### config.mk
export PLATFORM = sky130hd
export DESIGN_NAME = debug_dump_sequencer
export DESIGN_NICKNAME = d
export VERILOG_FILES = /design/src/rtl/debug_pkg.sv /design/src/rtl/debug_word_serializer.sv /design/src/rtl/debug_dump_sequencer.sv
export SDC_FILE = /design/constraint.sdc
export NUM_CORES = 1
export LEC_CHECK = 0
export CORE_UTILIZATION = 30
export CTS_BUF_LIST = sky130_fd_sc_hd__clkbuf_4 sky130_fd_sc_hd__clkbuf_8
export CTS_CLUSTER_DIAMETER = 100
export CTS_CLUSTER_SIZE = 20
export DETAILED_ROUTE_END_ITERATION = 8
export HOLD_SLACK_MARGIN = 0.08
export PLACE_DENSITY_LB_ADDON = 0.1
export SETUP_SLACK_MARGIN = 0.02
export SLEW_MARGIN = 0
export SYNTH_ARGS = -nofsm -noshare
export SYNTH_HDL_FRONTEND = slang
export SYNTH_HIERARCHICAL = 1
export SYNTH_SLANG_ARGS = --single-unit
### constraint.sdc
create_clock -name i_clk -period 2.7 [get_ports i_clk]
set_input_delay 0.675 -clock i_clk [delete_from_list [all_inputs] [get_ports i_clk]]
set_output_delay 0.675 -clock i_clk [all_outputs]
set_load 0.005 [all_outputs]
### src/rtl/debug_pkg.sv
`timescale 1ns/1ps
// debug_pkg
// Shared types and defaults for the end-of-run debug dump path.
//   state_t   : dump sequencer / serializer FSM states
//   section_t : which source the current dumped word comes from
//   BYTES_PER_WORD : UART bytes per dumped word at the default widths
package debug_pkg;

  typedef enum logic [2:0] {
    IDLE,
    SELECT,
    LATCH,
    SEND,
    WAIT,
    DONE
  } state_t;

  typedef enum logic [1:0] {
    SEC_PC,
    SEC_COUNT,
    SEC_REGS,
    SEC_MEM
  } section_t;

  localparam int DEFAULT_BITS_SIZE  = 32;
  localparam int DEFAULT_SIZE_TRAMA = 8;
  localparam int BYTES_PER_WORD     = DEFAULT_BITS_SIZE / DEFAULT_SIZE_TRAMA;

endpackage

### src/rtl/debug_word_serializer.sv
`timescale 1ns/1ps
// debug_word_serializer
// Captures one word and hands it to the UART transmitter LSB-first, one
// byte per tx handshake.
// Ports:
//   clk, rst   : clock, asynchronous active-high reset
//   load       : capture `word` and start sending (only accepted when idle)
//   word       : word to serialize
//   tx_done    : UART finished current byte (honoured only while waiting)
//   tx_data    : current byte (low slice of the shift register)
//   tx_start   : one-cycle pulse asking the UART to latch tx_data
//   busy       : a word is being sent
//   word_done  : combinational pulse on the tx_done that completes the word
module debug_word_serializer
  import debug_pkg::*;
#(
  parameter int BITS_SIZE  = DEFAULT_BITS_SIZE,
  parameter int SIZE_TRAMA = DEFAULT_SIZE_TRAMA
) (
  input  logic                  clk,
  input  logic                  rst,
  input  logic                  load,
  input  logic [BITS_SIZE-1:0]  word,
  input  logic                  tx_done,
  output logic [SIZE_TRAMA-1:0] tx_data,
  output logic                  tx_start,
  output logic                  busy,
  output logic                  word_done
);

  localparam int BPW   = BITS_SIZE / SIZE_TRAMA;
  localparam int CNT_W = (BPW > 1) ? $clog2(BPW) : 1;
  localparam logic [CNT_W-1:0] LAST_BYTE = CNT_W'(BPW - 1);

  // Only IDLE, SEND and WAIT are used here.
  state_t               phase, phase_next;
  logic [BITS_SIZE-1:0] shreg;
  logic [CNT_W-1:0]     byte_cnt;
  logic                 last_byte;

  assign last_byte = (byte_cnt == LAST_BYTE);

  always_comb begin
    // NOTE: every signal gets a default first so no path can infer a latch.
    phase_next = phase;
    word_done  = 1'b0;
    unique case (phase)
      IDLE: if (load) phase_next = SEND;
      SEND: phase_next = WAIT;
      WAIT: begin
        if (tx_done) begin
          if (last_byte) begin
            word_done  = 1'b1;
            phase_next = IDLE;
          end else begin
            phase_next = SEND;
          end
        end
      end
      default: phase_next = IDLE;
    endcase
  end

  // NOTE: the shift register is reset too (it is not a RAM), so tx_data
  // reads zero out of reset and after an aborted dump.
  always_ff @(posedge clk or posedge rst) begin
    if (rst) begin
      phase    <= IDLE;
      shreg    <= '0;
      byte_cnt <= '0;
    end else begin
      // NOTE: non-blocking assignments keep every register updating from
      // the pre-edge values regardless of statement order.
      phase <= phase_next;
      if (load && phase == IDLE) begin
        shreg    <= word;
        byte_cnt <= '0;
      end else if (phase == WAIT && tx_done) begin
        shreg    <= shreg >> SIZE_TRAMA;
        byte_cnt <= byte_cnt + CNT_W'(1);
      end
    end
  end

  assign tx_data  = shreg[SIZE_TRAMA-1:0];
  assign tx_start = (phase == SEND);
  assign busy     = (phase != IDLE);

endmodule

### src/rtl/debug_dump_sequencer.sv
`timescale 1ns/1ps
// debug_dump_sequencer
// Walks PC, cycle count, the register file and a data-memory window,
// reading each word through the MIPS select ports and streaming it to the
// shared UART transmitter LSB-first.
// Ports:
//   i_clk, i_reset        : clock, asynchronous active-high reset
//   i_start               : one-cycle dump request (ignored unless idle)
//   i_tx_done             : UART byte-finished pulse
//   i_pc, i_clk_count     : PC and cycle count words
//   i_data_reg_file       : register read data for o_select_register_dir
//   i_data_mem            : memory read data for o_select_mem_dir
//   o_select_register_dir : register index being read
//   o_select_mem_dir      : data-memory word index being read
//   o_tx_data, o_tx_start : UART byte and its one-cycle start strobe
//   o_busy                : dump in progress
//   o_done                : one-cycle pulse after the final byte
module debug_dump_sequencer
  import debug_pkg::*;
#(
  parameter  int BITS_SIZE     = DEFAULT_BITS_SIZE,
  parameter  int SIZE_TRAMA    = DEFAULT_SIZE_TRAMA,
  parameter  int NUM_REGS      = 32,
  parameter  int NUM_MEM_WORDS = 32,
  localparam int REG_SEL_W     = (NUM_REGS > 1) ? $clog2(NUM_REGS) : 1
) (
  input  logic                  i_clk,
  input  logic                  i_reset,
  input  logic                  i_start,
  input  logic                  i_tx_done,
  input  logic [BITS_SIZE-1:0]  i_pc,
  input  logic [BITS_SIZE-1:0]  i_clk_count,
  input  logic [BITS_SIZE-1:0]  i_data_reg_file,
  input  logic [BITS_SIZE-1:0]  i_data_mem,
  output logic [REG_SEL_W-1:0]  o_select_register_dir,
  output logic [BITS_SIZE-1:0]  o_select_mem_dir,
  output logic [SIZE_TRAMA-1:0] o_tx_data,
  output logic                  o_tx_start,
  output logic                  o_busy,
  output logic                  o_done
);

  // Only meaningful when the matching section is non-empty.
  localparam logic [BITS_SIZE-1:0] LAST_REG = BITS_SIZE'(NUM_REGS - 1);
  localparam logic [BITS_SIZE-1:0] LAST_MEM = BITS_SIZE'(NUM_MEM_WORDS - 1);

  state_t               state, state_next;
  section_t             sec, adv_sec;
  logic [BITS_SIZE-1:0] idx, adv_idx;
  logic                 adv_valid;
  logic [BITS_SIZE-1:0] word_src;
  logic                 load_word;
  logic                 ser_busy;
  logic                 word_done;

  // Which word follows the current one; empty sections are skipped.
  always_comb begin
    adv_valid = 1'b0;
    adv_sec   = sec;
    adv_idx   = idx;
    unique case (sec)
      SEC_PC: begin
        adv_valid = 1'b1;
        adv_sec   = SEC_COUNT;
        adv_idx   = '0;
      end
      SEC_COUNT: begin
        if (NUM_REGS > 0) begin
          adv_valid = 1'b1;
          adv_sec   = SEC_REGS;
          adv_idx   = '0;
        end else if (NUM_MEM_WORDS > 0) begin
          adv_valid = 1'b1;
          adv_sec   = SEC_MEM;
          adv_idx   = '0;
        end
      end
      SEC_REGS: begin
        if (idx != LAST_REG) begin
          adv_valid = 1'b1;
          adv_idx   = idx + BITS_SIZE'(1);
        end else if (NUM_MEM_WORDS > 0) begin
          adv_valid = 1'b1;
          adv_sec   = SEC_MEM;
          adv_idx   = '0;
        end
      end
      SEC_MEM: begin
        if (idx != LAST_MEM) begin
          adv_valid = 1'b1;
          adv_idx   = idx + BITS_SIZE'(1);
        end
      end
      default: adv_valid = 1'b0;
    endcase
  end

  always_comb begin
    word_src = i_pc;
    unique case (sec)
      SEC_PC:    word_src = i_pc;
      SEC_COUNT: word_src = i_clk_count;
      SEC_REGS:  word_src = i_data_reg_file;
      SEC_MEM:   word_src = i_data_mem;
      default:   word_src = i_pc;
    endcase
  end

  // SEND/WAIT here track the serializer's handshake cycle for cycle.
  always_comb begin
    state_next = state;
    load_word  = 1'b0;
    unique case (state)
      IDLE:   if (i_start) state_next = SELECT;
      SELECT: state_next = LATCH;
      LATCH: begin
        load_word  = 1'b1;
        state_next = SEND;
      end
      SEND:   state_next = WAIT;
      WAIT: begin
        if (word_done)      state_next = adv_valid ? SELECT : DONE;
        else if (i_tx_done) state_next = SEND;
      end
      DONE:   state_next = IDLE;
      default: state_next = IDLE;
    endcase
  end

  always_ff @(posedge i_clk or posedge i_reset) begin
    if (i_reset) begin
      state                 <= IDLE;
      sec                   <= SEC_PC;
      idx                   <= '0;
      o_select_register_dir <= '0;
      o_select_mem_dir      <= '0;
    end else begin
      state <= state_next;
      if (state == IDLE && i_start) begin
        sec <= SEC_PC;
        idx <= '0;
      end else if (state == WAIT && word_done && adv_valid) begin
        // Selects change on entry to SELECT so the source has until the end
        // of LATCH to respond (combinational or one-cycle registered read).
        sec <= adv_sec;
        idx <= adv_idx;
        if (adv_sec == SEC_REGS) o_select_register_dir <= adv_idx[REG_SEL_W-1:0];
        if (adv_sec == SEC_MEM)  o_select_mem_dir      <= adv_idx;
      end
    end
  end

  debug_word_serializer #(
    .BITS_SIZE  (BITS_SIZE),
    .SIZE_TRAMA (SIZE_TRAMA)
  ) u_serializer (
    .clk       (i_clk),
    .rst       (i_reset),
    .load      (load_word),
    .word      (word_src),
    .tx_done   (i_tx_done),
    .tx_data   (o_tx_data),
    .tx_start  (o_tx_start),
    .busy      (ser_busy),
    .word_done (word_done)
  );

  assign o_busy = (state == SELECT) || (state == LATCH) || ser_busy;
  assign o_done = (state == DONE);

endmodule

==> results.toml <==
[detailed_routing]
drc_errors = 0
viasPerCell = 5.321
drtIter0Drc = 415
postRouteAntennaNets = 0
firstDrtPassIters = 7
vias = 5534
finalWirelength_um = 20350
wire_per_inst_um = 19.57

[cells_and_area]
layout-drive-gt1-share_pct = 17.65
final_common_cell = "clkdlybuf4s50_1"
stdcell_area_um2 = 9016
n_antenna_cell = 0
syn_to_final_growth_pct = 36.63
final_cell_mix = "clkdlybuf4s50_1, dfrtp_1, a22o_1, buf_4, mux4_2"
nets = 895

[cts]
cts_inserted_buffers = 9
clock-sinks = 110
cts_buffer_depth = 2
clkLatencyLatePin_ns = 0.39
cts_tree = "built"
cts_max_level = 3
clkTransAtPathRegs_ns = 0.11
cts.root.buffer_cell = "clkbuf_8"

[floorplanning]
pin_count = 180
initial_core_util_pct = 31.00
dieHeight_um = 150.3
die_w_um = 150.3
rows = 53
coreArea_um2 = 21290
die_area_um2 = 22590

[worst_setup_path]
worstSetupPathType = "in2reg"
slowest_delay_ns = 0.47
path_cells = "clkdlybuf4s50_1 -> and3b_1 -> and2_4 -> nor4bb_4 -> buf_4 -> nand2_4 -> nor2_2 -> mux2_4 -> clkbuf_16 -> mux2_2"
worst_path_max_delay_cell = "clkdlybuf4s50_1"
cp.arrival_ns = 2.87
crit_path_end_kind = "register"
crit_family = "buffers and inverters"
required_ns = 2.98
critPathMaxFanout = 10
start_kind = "primary input"
path_buf_inv = 3

[placed_design]
dp_hpwl_um = 15200
place_area_um2 = 8780
pre_cts_slack_ns = -0.4383
numPortBuffers = 179
gp_congestion = 0.8429

[grt]
grt_overflow_total = 0
antenna_found_initial = 0
grt_max_degree = 35
grt_pass1_wl_um = 31370
track_usage_pct = 18.18
grt_pass1_vias = 5585

[logic_synthesis]
yosysWarningCount = 6
yosys_most_used_dff = "dfrtp_1"
synth_edf_count = 0
yosysSeqAreaShare_pct = 41.71
ys_types = 67
synth.avg_cell_area_um2 = 11.26
ys_ff_latch = 110
synthArstFlopShare_pct = 100.0
synth_nets = 721
synth_area_um2 = 6599
syn_inst = 586

[timing]
fmax_ghz = 0.3868
finalCriticalPeriod_ns = 2.586
finalSetupViolCount = 0
skew_ns = 0.01735
max_slew_margin_pct = 57.54
fin_ws_ns = 0.1144
maxSlewViolCount = 0
worst_pin_slew_ns = 0.6311
hold_violations = 0
fin_crit_sh_pct = 95.76
rsz0062_at_grt = "false"
holdWs_ns = 0.4841

[power_and_ir_drop]
intPower_w = 0.003132
power_leakage_nw = 3.802
switchingPower_w = 0.001470
ir_worst_vdd_mv = 0.2433
power_frac_seq_pct = 47.0
clkPwrFrac_pct = 20.3
pwr-share-comb_pct = 32.7
power.density_nw_per_um2 = 510.4
swShare_pct = 31.95

[outcome]
outcome = "completed"

[hold_path]
hold_path.class = "reg2reg"

[run]
maxCapViolCount = 0
registers in the layout, indices dropped and copies added (netlist names):
register and cells:
sec 2, o_select_mem_dir 32, u_serializer/shreg 32, state 3
u_serializer/byte_cnt 2, u_serializer/phase 2, idx 32, o_select_register_dir 5
per-stage QoR:
step	instances	utilization, %	setup TNS [ns]	power, W
finish	1040	42.36	0	0.004602
global placement	1023	41.24	-13.93	0.003653
detailed placement	1023	41.24	-18.67	0.003702
floorplan	586	-	0	0.003236
global route	1040	42.36	0	0.004905
CTS	1039	42.13	0	0.004670
logic make-up (layout without fill, tap and decap cells):
group | count (synthesis) | in the layout | share of synthesized area (%)
multiplexers | 56 | 56 | 14.96
AND/OR/NAND/NOR | 147 | 147 | 14.60
buffers and inverters | 74 | 253 | 6.181
XOR/XNOR | 26 | 26 | 3.451
flip-flops | 110 | 110 | 41.71
AO/OA/AOI/OAI | 170 | 170 | 18.53
adder cells (fa/ha/maj) | 3 | 3 | 0.5689
cell type report:
type | count | area [um^2]
fillers | 2017 | 12270
well taps | 275 | 344.1
clock inverters | 7 | 48.80
repair buffers | 219 | 2185
clock buffers | 9 | 123.9
flip-flops and latches | 110 | 2758
inverters | 18 | 67.56
multi-input cells | 402 | 3490
metal layers:
layer / track usage (%) / wire (um) / up-vias
li1: - / - / 2599
met2: 28.48 / 9615 / 148
met3: 3.303 / 1099 / 11
met4: 3.889 / 195 / 0
met5: 0 / 0 / -
met1: 26.00 / 9437 / 2776
power by group through the flow:
| stage | sequential, W | combinational, W | clock, W |
|---|---|---|---|
| 2_1_floorplan | 0.00208 | 0.00115 | 0 |
| 3_3_place_gp | 0.00217 | 0.00148 | 0 |
| 3_5_place_dp | 0.00218 | 0.00152 | 0 |
| 4_1_cts | 0.00216 | 0.00153 | 0.000983 |
| 5_1_grt | 0.00220 | 0.00165 | 0.00105 |
| 6_report | 0.00216 | 0.00151 | 0.000933 |
worst paths after layout:
check | startpoint | to | slack (ns) | cells after the start
worst min register to register | u_serializer/shreg[3] | u_serializer/shreg[3] | 0.48 | 1
worst max register to register | idx[0] | o_select_mem_dir[17] | 0.12 | 7
worst max-delay path | i_tx_done | o_select_mem_dir[1] | 0.11 | 10
max in group asynchronous | i_reset | o_select_mem_dir[30] | 1.39 | 3
worst min-delay path | u_serializer/shreg[3] | u_serializer/shreg[3] | 0.48 | 1
min in group asynchronous | i_reset | u_serializer/phase[1] | 0.57 | 2
cell usage after synthesis (8+ instances only):
cell,n,share of area [%]
nand4_1,12,1.1
xor2_1,16,2.1
a21o_1,28,3.2
inv_1,17,0.97
mux2_1,17,2.9
clkbuf_1,20,1.1
nand3_1,12,0.91
dfrtp_1,110,42
a22o_1,35,4.6
buf_2,14,1.1
buf_4,10,1.1
nand3b_1,8,0.91
nand2_1,24,1.4
o21ai_0,17,1.3
a21oi_1,21,1.6
mux4_2,32,11
a31oi_1,28,2.7
and4_1,10,1.3
nor2_1,17,0.97
xnor2_1,10,1.3
nor3_1,13,0.99
what timing repair did:
action | 4_1_cts | 5_1_grt
endpoints found under the setup margin | 19 | 31
hold buffers | 0 | 0
cloned | 0 | 1
buffers inserted | 0 | 0
pin swaps | 0 | 0
resized for setup | 2 | 8
Power figures use the tool's default switching activity.
